### config.mk
export PLATFORM = sky130hd
export DESIGN_NAME = debug_dump_sequencer
export DESIGN_NICKNAME = d
export VERILOG_FILES = /design/src/rtl/debug_dump_sequencer.sv
export SDC_FILE = /design/constraint.sdc
export NUM_CORES = 1
export LEC_CHECK = 0
export ABC_AREA = 1
export CAP_MARGIN = 10
export CORE_MARGIN = 4
export CORE_UTILIZATION = 53
export CTS_BUF_LIST = sky130_fd_sc_hd__clkbuf_8
export CTS_CLUSTER_DIAMETER = 80
export CTS_CLUSTER_SIZE = 30
export DETAILED_ROUTE_END_ITERATION = 8
export PLACE_DENSITY = 0.95
export SYNTH_ARGS = -nofsm -noshare
export SYNTH_HDL_FRONTEND = slang
export SYNTH_SLANG_ARGS = --single-unit
### constraint.sdc
create_clock -name i_clock -period 3.55 [get_ports i_clock]
set_input_delay 0.71 -clock i_clock [delete_from_list [all_inputs] [get_ports i_clock]]
set_output_delay 0.71 -clock i_clock [all_outputs]
set_load 0.005 [all_outputs]
### src/rtl/debug_dump_sequencer.sv
// debug_dump_sequencer: streams a halted-CPU snapshot (PC, cycle counter, register file,
// leading data-memory words) to a UART byte transmitter, MSB-first, one byte per handshake.
module debug_dump_sequencer #(
    parameter int OUTPUT_WORD_LENGTH    = 8,
    parameter int LONGITUD_DATO         = 32,
    parameter int CANT_REGISTROS        = 32,
    parameter int ADDR_REG_LENGTH       = 5,
    parameter int ADDR_MEM_DATOS_LENGTH = 10,
    parameter int CANT_MEM_DATOS_DUMP   = 16
) (
    input  logic                             i_clock,
    input  logic                             i_reset,
    input  logic                             i_start,
    input  logic [LONGITUD_DATO-1:0]         i_pc,
    input  logic [LONGITUD_DATO-1:0]         i_contador_ciclos,
    output logic [ADDR_REG_LENGTH-1:0]       o_addr_registro,
    input  logic [LONGITUD_DATO-1:0]         i_dato_registro,
    output logic [ADDR_MEM_DATOS_LENGTH-1:0] o_addr_mem_datos,
    output logic                             o_enable_mem_datos,
    input  logic [LONGITUD_DATO-1:0]         i_dato_mem_datos,
    output logic                             o_tx_start,
    output logic [OUTPUT_WORD_LENGTH-1:0]    o_data_tx,
    input  logic                             i_tx_done,
    output logic                             o_busy,
    output logic                             o_done
);

    localparam int BYTES_PER_WORD = LONGITUD_DATO / OUTPUT_WORD_LENGTH;
    localparam int BCNT_W         = (BYTES_PER_WORD > 1) ? $clog2(BYTES_PER_WORD) : 1;
    localparam int MEM_IDX_W      = ADDR_MEM_DATOS_LENGTH + 1;

    localparam logic [BCNT_W-1:0]          LAST_BYTE   = BCNT_W'(BYTES_PER_WORD - 1);
    localparam logic [ADDR_REG_LENGTH-1:0] REG_LAST    = ADDR_REG_LENGTH'(CANT_REGISTROS - 1);
    localparam logic [MEM_IDX_W-1:0]       MEM_LAST    =
        MEM_IDX_W'((CANT_MEM_DATOS_DUMP > 0) ? CANT_MEM_DATOS_DUMP - 1 : 0);
    localparam bit                         MEM_DUMP_EN = (CANT_MEM_DATOS_DUMP > 0);

    typedef enum logic [2:0] {
        ST_IDLE,
        ST_SEND,
        ST_WAIT_TX,
        ST_READ,
        ST_WAIT_RD,
        ST_CAPTURE,
        ST_DONE
    } state_t;

    typedef enum logic [1:0] {
        PH_PC,
        PH_CNT,
        PH_REG,
        PH_MEM
    } phase_t;

    state_t                          state_r, state_s;
    phase_t                          phase_r, phase_s;
    logic [BCNT_W-1:0]               byte_cnt_r, byte_cnt_s;
    logic [ADDR_REG_LENGTH-1:0]      reg_idx_r, reg_idx_s;
    logic [MEM_IDX_W-1:0]            mem_idx_r, mem_idx_s;
    logic [LONGITUD_DATO-1:0]        shift_r, shift_s;
    logic [LONGITUD_DATO-1:0]        cnt_snap_r, cnt_snap_s;
    logic                            tx_start_r, tx_start_s;
    logic [OUTPUT_WORD_LENGTH-1:0]   data_tx_r, data_tx_s;
    logic                            busy_r, busy_s;
    logic                            done_r, done_s;
    logic                            mem_en_r, mem_en_s;

    // Next-state, datapath and next-output decode for the dump sequencer.
    always_comb begin
        state_s    = state_r;
        phase_s    = phase_r;
        byte_cnt_s = byte_cnt_r;
        reg_idx_s  = reg_idx_r;
        mem_idx_s  = mem_idx_r;
        shift_s    = shift_r;
        cnt_snap_s = cnt_snap_r;
        tx_start_s = 1'b0;
        data_tx_s  = data_tx_r;
        busy_s     = 1'b0;
        done_s     = 1'b0;
        mem_en_s   = 1'b0;

        case (state_r)
            ST_IDLE: begin
                if (i_start) begin
                    shift_s    = i_pc;
                    cnt_snap_s = i_contador_ciclos;
                    phase_s    = PH_PC;
                    byte_cnt_s = '0;
                    reg_idx_s  = '0;
                    mem_idx_s  = '0;
                    state_s    = ST_SEND;
                end else begin
                    state_s    = ST_IDLE;
                end
            end
            ST_SEND: begin
                state_s = ST_WAIT_TX;
            end
            ST_WAIT_TX: begin
                if (!i_tx_done) begin
                    state_s = ST_WAIT_TX;
                end else if (byte_cnt_r != LAST_BYTE) begin
                    byte_cnt_s = byte_cnt_r + BCNT_W'(1);
                    shift_s    = shift_r << OUTPUT_WORD_LENGTH;
                    state_s    = ST_SEND;
                end else begin
                    byte_cnt_s = '0;
                    case (phase_r)
                        PH_PC: begin
                            // The counter was snapshotted at start, so no read cycle is needed.
                            shift_s = cnt_snap_r;
                            phase_s = PH_CNT;
                            state_s = ST_SEND;
                        end
                        PH_CNT: begin
                            phase_s = PH_REG;
                            state_s = ST_READ;
                        end
                        PH_REG: begin
                            if (reg_idx_r != REG_LAST) begin
                                reg_idx_s = reg_idx_r + ADDR_REG_LENGTH'(1);
                                state_s   = ST_READ;
                            end else if (MEM_DUMP_EN) begin
                                phase_s   = PH_MEM;
                                state_s   = ST_READ;
                            end else begin
                                state_s   = ST_DONE;
                            end
                        end
                        PH_MEM: begin
                            if (mem_idx_r != MEM_LAST) begin
                                mem_idx_s = mem_idx_r + MEM_IDX_W'(1);
                                state_s   = ST_READ;
                            end else begin
                                state_s   = ST_DONE;
                            end
                        end
                        default: begin
                            state_s = ST_DONE;
                        end
                    endcase
                end
            end
            ST_READ: begin
                state_s = ST_WAIT_RD;
            end
            ST_WAIT_RD: begin
                state_s = ST_CAPTURE;
            end
            ST_CAPTURE: begin
                if (phase_r == PH_MEM) begin
                    shift_s = i_dato_mem_datos;
                end else begin
                    shift_s = i_dato_registro;
                end
                state_s = ST_SEND;
            end
            ST_DONE: begin
                state_s = ST_IDLE;
            end
            default: begin
                state_s = ST_IDLE;
            end
        endcase

        // Outputs are decoded from the next state so they can be registered without lag.
        tx_start_s = (state_s == ST_SEND);
        busy_s     = (state_s != ST_IDLE);
        done_s     = (state_s == ST_DONE);
        mem_en_s   = (state_s == ST_READ) && (phase_s == PH_MEM);
        if (state_s == ST_SEND) begin
            data_tx_s = shift_s[LONGITUD_DATO-1 -: OUTPUT_WORD_LENGTH];
        end else if (state_s == ST_IDLE) begin
            data_tx_s = '0;
        end else begin
            data_tx_s = data_tx_r;
        end
    end

    // State, datapath and output registers with synchronous active-low reset.
    always_ff @(posedge i_clock) begin
        if (!i_reset) begin
            state_r    <= ST_IDLE;
            phase_r    <= PH_PC;
            byte_cnt_r <= '0;
            reg_idx_r  <= '0;
            mem_idx_r  <= '0;
            shift_r    <= '0;
            cnt_snap_r <= '0;
            tx_start_r <= 1'b0;
            data_tx_r  <= '0;
            busy_r     <= 1'b0;
            done_r     <= 1'b0;
            mem_en_r   <= 1'b0;
        end else begin
            state_r    <= state_s;
            phase_r    <= phase_s;
            byte_cnt_r <= byte_cnt_s;
            reg_idx_r  <= reg_idx_s;
            mem_idx_r  <= mem_idx_s;
            shift_r    <= shift_s;
            cnt_snap_r <= cnt_snap_s;
            tx_start_r <= tx_start_s;
            data_tx_r  <= data_tx_s;
            busy_r     <= busy_s;
            done_r     <= done_s;
            mem_en_r   <= mem_en_s;
        end
    end

    assign o_addr_registro    = reg_idx_r;
    assign o_addr_mem_datos   = mem_idx_r[ADDR_MEM_DATOS_LENGTH-1:0];
    assign o_enable_mem_datos = mem_en_r;
    assign o_tx_start         = tx_start_r;
    assign o_data_tx          = data_tx_r;
    assign o_busy             = busy_r;
    assign o_done             = done_r;

endmodule

* Word-level counts from Yosys, hierarchy flattened
Index checks and enable logic that the tools add are counted.
W data, S select, Z words.
** Word-level totals
- Bits in registers :: 99
- Output and inout bits :: 27
- Logic and storage cells :: 89
** Operators by class
- Add/sub/neg operators :: 3
- Eq/ne operators :: 23
- Muxes and demuxes :: 36
- Reductions and logical operators :: 14
** Operators by type and width (count)
- $mux W32 :: 5
- $pmux W32 S3 :: 1
- $mux W11 :: 5
- $mux W5 :: 5
- $pmux W11 S2 :: 1
- $pmux W3 S6 :: 1
- $mux W8 :: 2
- $mux W2 :: 7
- $ne A2 B2 Y1 const B :: 7
- $reduce_and A6 Y1 :: 2
- $add A11 B1 Y11 const B :: 1
- $ne A11 B4 Y1 const B :: 1
- $pmux W5 S2 :: 1
- $eq A3 B2 Y1 const B :: 3
- $eq A3 B3 Y1 const B :: 3
- $mux W3 :: 3
- $pmux W3 S3 :: 1
- $pmux W2 S2 :: 2
- $eq A2 B2 Y1 const B :: 3
- $eq A3 B1 Y1 const B :: 2
- $logic_not A3 Y1 :: 2
- $pmux W2 S3 :: 1
- $reduce_bool A3 Y1 :: 2
- $add A5 B1 Y5 const B :: 1
- 13 further kinds :: 14

* Depth between registers and ports, before layout
Gate-level depths: netlist of the first run.
- Word-level depth :: 9
- Depth in mapped cells :: 14
- Mapped depth without buffers :: 12

* Worst setup path before layout of the first run
No wires, ideal clock.
- Path type :: input to register
- Start :: input i_start
- End :: register mem_idx_r[4]
- Arrival time :: 1631 ps
- Setup slack :: 1787 ps
- Cell stages on the path :: 9
- Buffers on the path :: 2
- Cell sequence :: buf_2 > inv_1 > nand3_2 > nand2_1 > nor2_4 > nand2_4 > buf_6 > nand2_1 > a21oi_1
** On the way
- Word-level cells in the longest chain between the ends :: 2
** Ends and longest elaborated chain
- from (decl) :: line 13 : input logic i_start,
- $ne A2 B2 Y1 (no line)
- $reduce_and A6 Y1 (no line)
- to (signal assigned) :: line 201 : mem_idx_r <= mem_idx_s;
- to (decl) :: line 59 : logic [MEM_IDX_W-1:0] mem_idx_r, mem_idx_s;
No other way between the ends.
A chain may end at the register's enable or synchronous reset.

* Worst setup path in the final report of the first run
- Start :: register state_r[1]
- End :: register shift_r[22]
** On the way
- Word-level cells in the longest chain between the ends :: 3
- Elaborated cells between the ends (all ways) :: 9
- Classes of those cells :: 5 x eq/ne; 1 x mux; 3 x reduce/logical
** Ends and longest elaborated chain
- from (decl) :: line 55 : state_t state_r, state_s;
- from (signal assigned) :: line 197 : state_r <= state_s;
- $eq A3 B2 Y1 (tied with other cells) :: line 83 : case (state_r)
- $ne A3 B2 Y1 (no line) (tied with other cells)
- $reduce_and A4 Y1 (no line)
- to (signal assigned) :: line 202 : shift_r <= shift_s;
- to (decl) :: line 60 : logic [LONGITUD_DATO-1:0] shift_r, shift_s;
Several ways; a longest one is shown, not always the timed one.

==> results.cfg, run 1 <==
[global_routing]
antenna_found_initial = 0
grt_pass1_vias = 5574
grt_util_all_layers = 0.267
grt_pass1_wl_mm = 25.4
grt_max_degree = 49
overflow = 0

[synthesis]
syn-cell-area_um2 = 5470
avgSynthCellArea_um2 = 6.52
synthFlopType = dfxtp_1
synth_cell_types = 31
async_flop_share = 0
yosys.area.top_type = dfxtp_1
ys_seq_area_frac = 0.363
synth.ff_latch_count = 99
synthTopCellsByCount = nand2_1, dfxtp_1, nor2_1
synth_top_area_frac = 0.363
postSynthCellCount = 839
yosysWarnings = 0
syn_nets = 979
synth_edf_count = 0
synth_area_leaders = dfxtp_1, nand2_1, a21oi_1
synth.most_common_cell = nand2_1

[detailed_routing]
firstDrtPassIters = 7
drt_iter0_drc = 436
via_count = 5938
wl_per_cell_um = 14.9
wl_mm = 16.4
ant_nets = 0
vias_per_cell = 5.39
drc_errors = 2

[status]
violations = DRC
outcome = finished with violations

[floorplanning]
die-area_um2 = 12000
coreArea_um2 = 9910
pin_count = 159
die_w_um = 110
start_util = 0.552
dieHeight_um = 110
rows = 36

[timing]
finalSetupViolCount = 0
post-route-min-period_ns = 2.46
slew_headroom = 0.489
max_slew.worst_pin.slew_ns = 0.764
fin_crit_sh = 0.693
finalHoldViolCount = 0
slew_viol_final = 0
fin_setup_tns_ns = 0
clock.fmax_mhz = 406
rsz0062_at_grt = false
skew_ns = 0.0122

[worst_setup_path]
cp-start-kind = register
rr_startpoint = state_r[1]$_SDFF_PN0_
endpoint = shift_r[22]$_SDFFE_PN0P_
cp.arrival_ns = 2.73
r2r-end = shift_r[22]$_SDFFE_PN0P_
path_class = register to register
end_kind = register
rrSetupSlack_ns = 1.09
required_ns = 3.82
startpoint = state_r[1]$_SDFF_PN0_
crit_path_max_fanout = 24
reg2regPathDepth = 6

[finish]
stdcell_count = 1101
nNetsFinal = 1103
antenna_cells = 0
syn2layout_area_growth_pct = 31.3
layout-drive-gt1-share = 0.0630

[run]
cap_violations = 0

[place]
dpl.hpwl_mm = 11.8
portBuffers = 158
gp_congestion = 0.891
placedCellCount = 1085

[power_and_ir_drop]
peakVddDrop_mv = 0.203
total_leakage_power_uw = 0.00303
p_total_uw = 2610
p_per_area_nw_per_um2 = 364

[hold_path]
hp-class = register to register

[clocking]
clock_path_buffers = 2
clkSinkCount = 99
numCtsBuffers = 9
insertion_delay_ns = 0.39
path_clk_slew_ns = 0.10
cts.hold.buffers_added = 0
h-tree-depth = 3
cts_tree = built
cts_root_buf = clkbuf_8
post_cts_resized = 0
postCtsSetupBuffers = 0
-- power breakdown --
group / leakage, uW / internal, uW / switching, uW / total, uW
logic: 0.00211 / 263 / 303 / 566
registers: 0.000812 / 1190 / 46.6 / 1240
clock network: 0.000111 / 362 / 442 / 804
total: 0.00303 / 1820 / 792 / 2610
-- critical path: stages (launching register included) --
cell     delay [ns]
dfxtp_1        0.39
inv_2          0.23
nand3_2        0.45
nand2_1        0.29
nand4_2        0.55
a21oi_1        0.36
nor2_1         0.06
-- routing by layer --
layer	vias to the layer above	part of all wire	global-route usage
met1	2675	0.40	0.318
li1	2939	-	-
met4	0	0.035	0.129
met3	45	0.088	0.0528
met2	279	0.48	0.460
met5	-	0	0
-- cell type report --
class,instances,area (um2)
clock buffer,10,138
clock inverter,6,78.8
fill,806,2730
inverter,81,307
multi-input combinational,606,2860
sequential,99,1980
tap,133,166
timing repair buffer,166,1640
-- cell families after synthesis --
group	count (synthesis)	share of synthesized area
simple gates	446	0.353
compound gates	146	0.142
buf+inv	134	0.114
flops	99	0.363
fa+ha+maj	8	0.0183
xor+xnor	6	0.00961
-- registers in the layout, summed over array words and instances, names as in the netlist --
signal and flops:
shift_r 32, o_enable_mem_datos 1, o_addr_registro 5, phase_r 2, o_tx_start 1, state_r 3
o_done 1, o_busy 1, byte_cnt_r 2, o_data_tx 8, cnt_snap_r 32, mem_idx_r 11
-- stage by stage --
step	hold slack, ns	cell area (um2)	utilization	worst slack, ns
after floorplan	0.429	5470	-	1.79
after global placement	0.438	6960	0.702	0.780
after detailed placement	0.439	6960	0.702	0.791
after CTS	0.458	7180	0.724	1.14
after global routing	0.478	7180	0.724	0.924
final	0.455	7180	0.724	1.09
-- worst min path at each step --
stage                     depth (start not counted)                          end                         from
after global routing                              2    o_data_tx[7]$_SDFFE_PN0P_    o_data_tx[7]$_SDFFE_PN0P_
final                                             2    o_data_tx[0]$_SDFFE_PN0P_    o_data_tx[0]$_SDFFE_PN0P_
after detailed placement                          2    o_data_tx[0]$_SDFFE_PN0P_    o_data_tx[0]$_SDFFE_PN0P_
after floorplan                                   2  cnt_snap_r[24]$_SDFFE_PN0P_  cnt_snap_r[24]$_SDFFE_PN0P_
after CTS                                         2    o_data_tx[0]$_SDFFE_PN0P_    o_data_tx[0]$_SDFFE_PN0P_
after global placement                            2    o_data_tx[0]$_SDFFE_PN0P_    o_data_tx[0]$_SDFFE_PN0P_
-- placed cells by master, fill, tap and decap left out --
cell type	count
inv_2	13
nand4_2	1
nor3_1	11
inv_4	1
nor3_4	1
nor2_4	3
clkdlybuf4s50_1	158
or2_2	8
a21oi_1	80
bufinv_16	1
o22ai_1	8
clkbuf_8	10
a21oi_2	1
a31oi_1	8
inv_6	2
o21ai_0	40
ha_1	8
nand4_1	12
inv_1	67
inv_8	2
nand2_4	3
nand3_1	66
nor3b_1	1
xor2_1	6
dfxtp_1	99
buf_4	8
nand3_2	4
nor2_8	1
o21ai_2	1
clkinv_4	1
nor2_1	85
o211ai_1	8
nand2_1	250
No activity file was read; power rests on OpenSTA's default activity.
==> run 2: changes to the inputs <==
--- a/config.mk
+++ b/config.mk
@@ -8,12 +8,12 @@
 export ABC_AREA = 1
 export CAP_MARGIN = 10
 export CORE_MARGIN = 4
-export CORE_UTILIZATION = 53
+export CORE_UTILIZATION = 49
 export CTS_BUF_LIST = sky130_fd_sc_hd__clkbuf_8
 export CTS_CLUSTER_DIAMETER = 80
 export CTS_CLUSTER_SIZE = 30
 export DETAILED_ROUTE_END_ITERATION = 8
-export PLACE_DENSITY = 0.95
+export PLACE_DENSITY = 0.9
 export SYNTH_ARGS = -nofsm -noshare
 export SYNTH_HDL_FRONTEND = slang
 export SYNTH_SLANG_ARGS = --single-unit
==> constraint.sdc (replaced) <==
create_clock -name i_clock -period 2.4 [get_ports i_clock]
set_input_delay 0.48 -clock i_clock [delete_from_list [all_inputs] [get_ports i_clock]]
set_output_delay 0.48 -clock i_clock [all_outputs]
set_load 0.005 [all_outputs]
==> results.cfg, run 2 (synthesis gave the netlist of run 1 again) <==
[detailed_routing]
wl_per_cell_um = 14.4
wl_mm = 16.0
vias_per_cell = 5.21
ant_nets = 0
drc_errors = 0
via_count = 5810
firstDrtPassIters = 7
drt_iter0_drc = 331

[timing]
fin_setup_tns_ns = 0
clock.fmax_mhz = 512
finalHoldViolCount = 0
fin_crit_sh = 0.814
finalSetupViolCount = 0
slew_viol_final = 0
skew_ns = 0.00812
max_slew.worst_pin.slew_ns = 0.568
slew_headroom = 0.621
post-route-min-period_ns = 1.95
rsz0062_at_grt = false

[worst_setup_path]
cp_slowest_cell = clkdlybuf4s50_1
cp.arrival_ns = 1.47
critPathTopFamily = buffers and inverters
crit_path_max_fanout = 7
end_kind = output port
critical_path_depth = 1
cp_cell_sequence = clkdlybuf4s50_1
reg2regPathDepth = 11
slowest_delay_ns = 0.60
required_ns = 1.92
cp-start-kind = register
path_class = register to output port
crit_buf_inv = 1

[finish]
layout-drive-gt1-share = 0.0707
final_common_cell = nand2_1
nNetsFinal = 1111
top_regs = cnt_snap_r: 32 flops, shift_r: 32 flops, mem_idx_r: 11 flops
design_area_um2 = 7260
nFillCells = 991
antenna_cells = 0
final_util = 0.667
layout_common_cells = nand2_1, clkdlybuf4s50_1, dfxtp_1, nor2_1, a21oi_1
syn2layout_area_growth_pct = 32.9

[global_routing]
grt_pass1_wl_mm = 25.8
antenna_found_initial = 0
busiest_layer = met2
grt_util_all_layers = 0.245
grt_pass1_vias = 5493
grt_max_degree = 47
grt.met2_usage = 0.404
grtUsageMet1 = 0.311
overflow = 0
met3_usage = 0.0605

[floorplanning]
dieHeight_um = 114
start_util = 0.502
pin_count = 159
die-area_um2 = 12900
die_w_um = 114
rows = 38
coreArea_um2 = 10900

[power_and_ir_drop]
p_int_uw = 2770
comb_power_share = 0.217
total_leakage_power_uw = 0.00308
peakVddDrop_mv = 0.386
power_switching_uw = 1120
p_per_area_nw_per_um2 = 535
p_total_uw = 3880
clockPowerShare = 0.312
switching_share = 0.288
seqPwrFrac = 0.472

[place]
portBuffers = 158
placed_area_um2 = 7040
gp_congestion = 0.905
dpl.hpwl_mm = 11.8

[clocking]
numCtsBuffers = 9
postCtsSetupBuffers = 0
h-tree-depth = 3
clock_path_buffers = 2
path_clk_slew_ns = 0.10
cts_root_buf = clkbuf_8
insertion_delay_ns = 0.37
clkSinkCount = 99
post_cts_resized = 0
cts.hold.buffers_added = 0
cts_tree = built

[hold_path]
min_path_cells = 2
hp-class = register to register

[status]
outcome = finished clean

[run]
cap_violations = 0
[run 2: path summary, 6_finish.rpt]
path                                   from  slack (ns)                         to
setup / recovery  mem_idx_r[5]$_SDFFE_PN0P_        0.45        o_addr_mem_datos[5]
hold / removal    o_data_tx[7]$_SDFFE_PN0P_        0.45  o_data_tx[7]$_SDFFE_PN0P_
setup reg to reg  mem_idx_r[0]$_SDFFE_PN0P_        0.46  mem_idx_r[1]$_SDFFE_PN0P_
hold reg to reg   o_data_tx[7]$_SDFFE_PN0P_        0.45  o_data_tx[7]$_SDFFE_PN0P_
[run 2: per-layer routing]
layer  part of all wire  routed length, um  up-vias
li1                   -                  -     2953
met1               0.43               6840     2595
met2               0.46               7400      236
met3              0.089               1430       26
met4              0.023                365        0
met5                  0                  0        -
[run 2: cell type report]
cell class / count / area (um2) / area share
Clock buffer: 9 / 124 / 0.0171
Timing Repair Buffer: 174 / 1710 / 0.236
Inverter: 81 / 307 / 0.0422
Tap cell: 140 / 175 / 0.0241
Multi-Input combinational cell: 606 / 2860 / 0.394
Clock inverter: 7 / 98.8 / 0.0136
Sequential cell: 99 / 1980 / 0.273
[run 2: power by group through the flow]
stage | Clock, uW | Combinational, uW | Sequential, uW
6_report | 1210 | 842 | 1830
5_1_grt | 1300 | 936 | 1850
4_1_cts | 1230 | 840 | 1830
3_5_place_dp | 0 | 835 | 1870
3_3_place_gp | 0 | 817 | 1870
2_1_floorplan | 0 | 485 | 1860
[run 2: stage by stage]
step | std cells | worst slack, ns | hold WS [ns]
after floorplan | 839 | 0.723 | 0.429
after global placement | 1100 | 0.297 | 0.436
after detailed placement | 1100 | 0.199 | 0.441
after CTS | 1116 | 0.462 | 0.459
after global routing | 1116 | 0.278 | 0.471
final | 1116 | 0.446 | 0.454
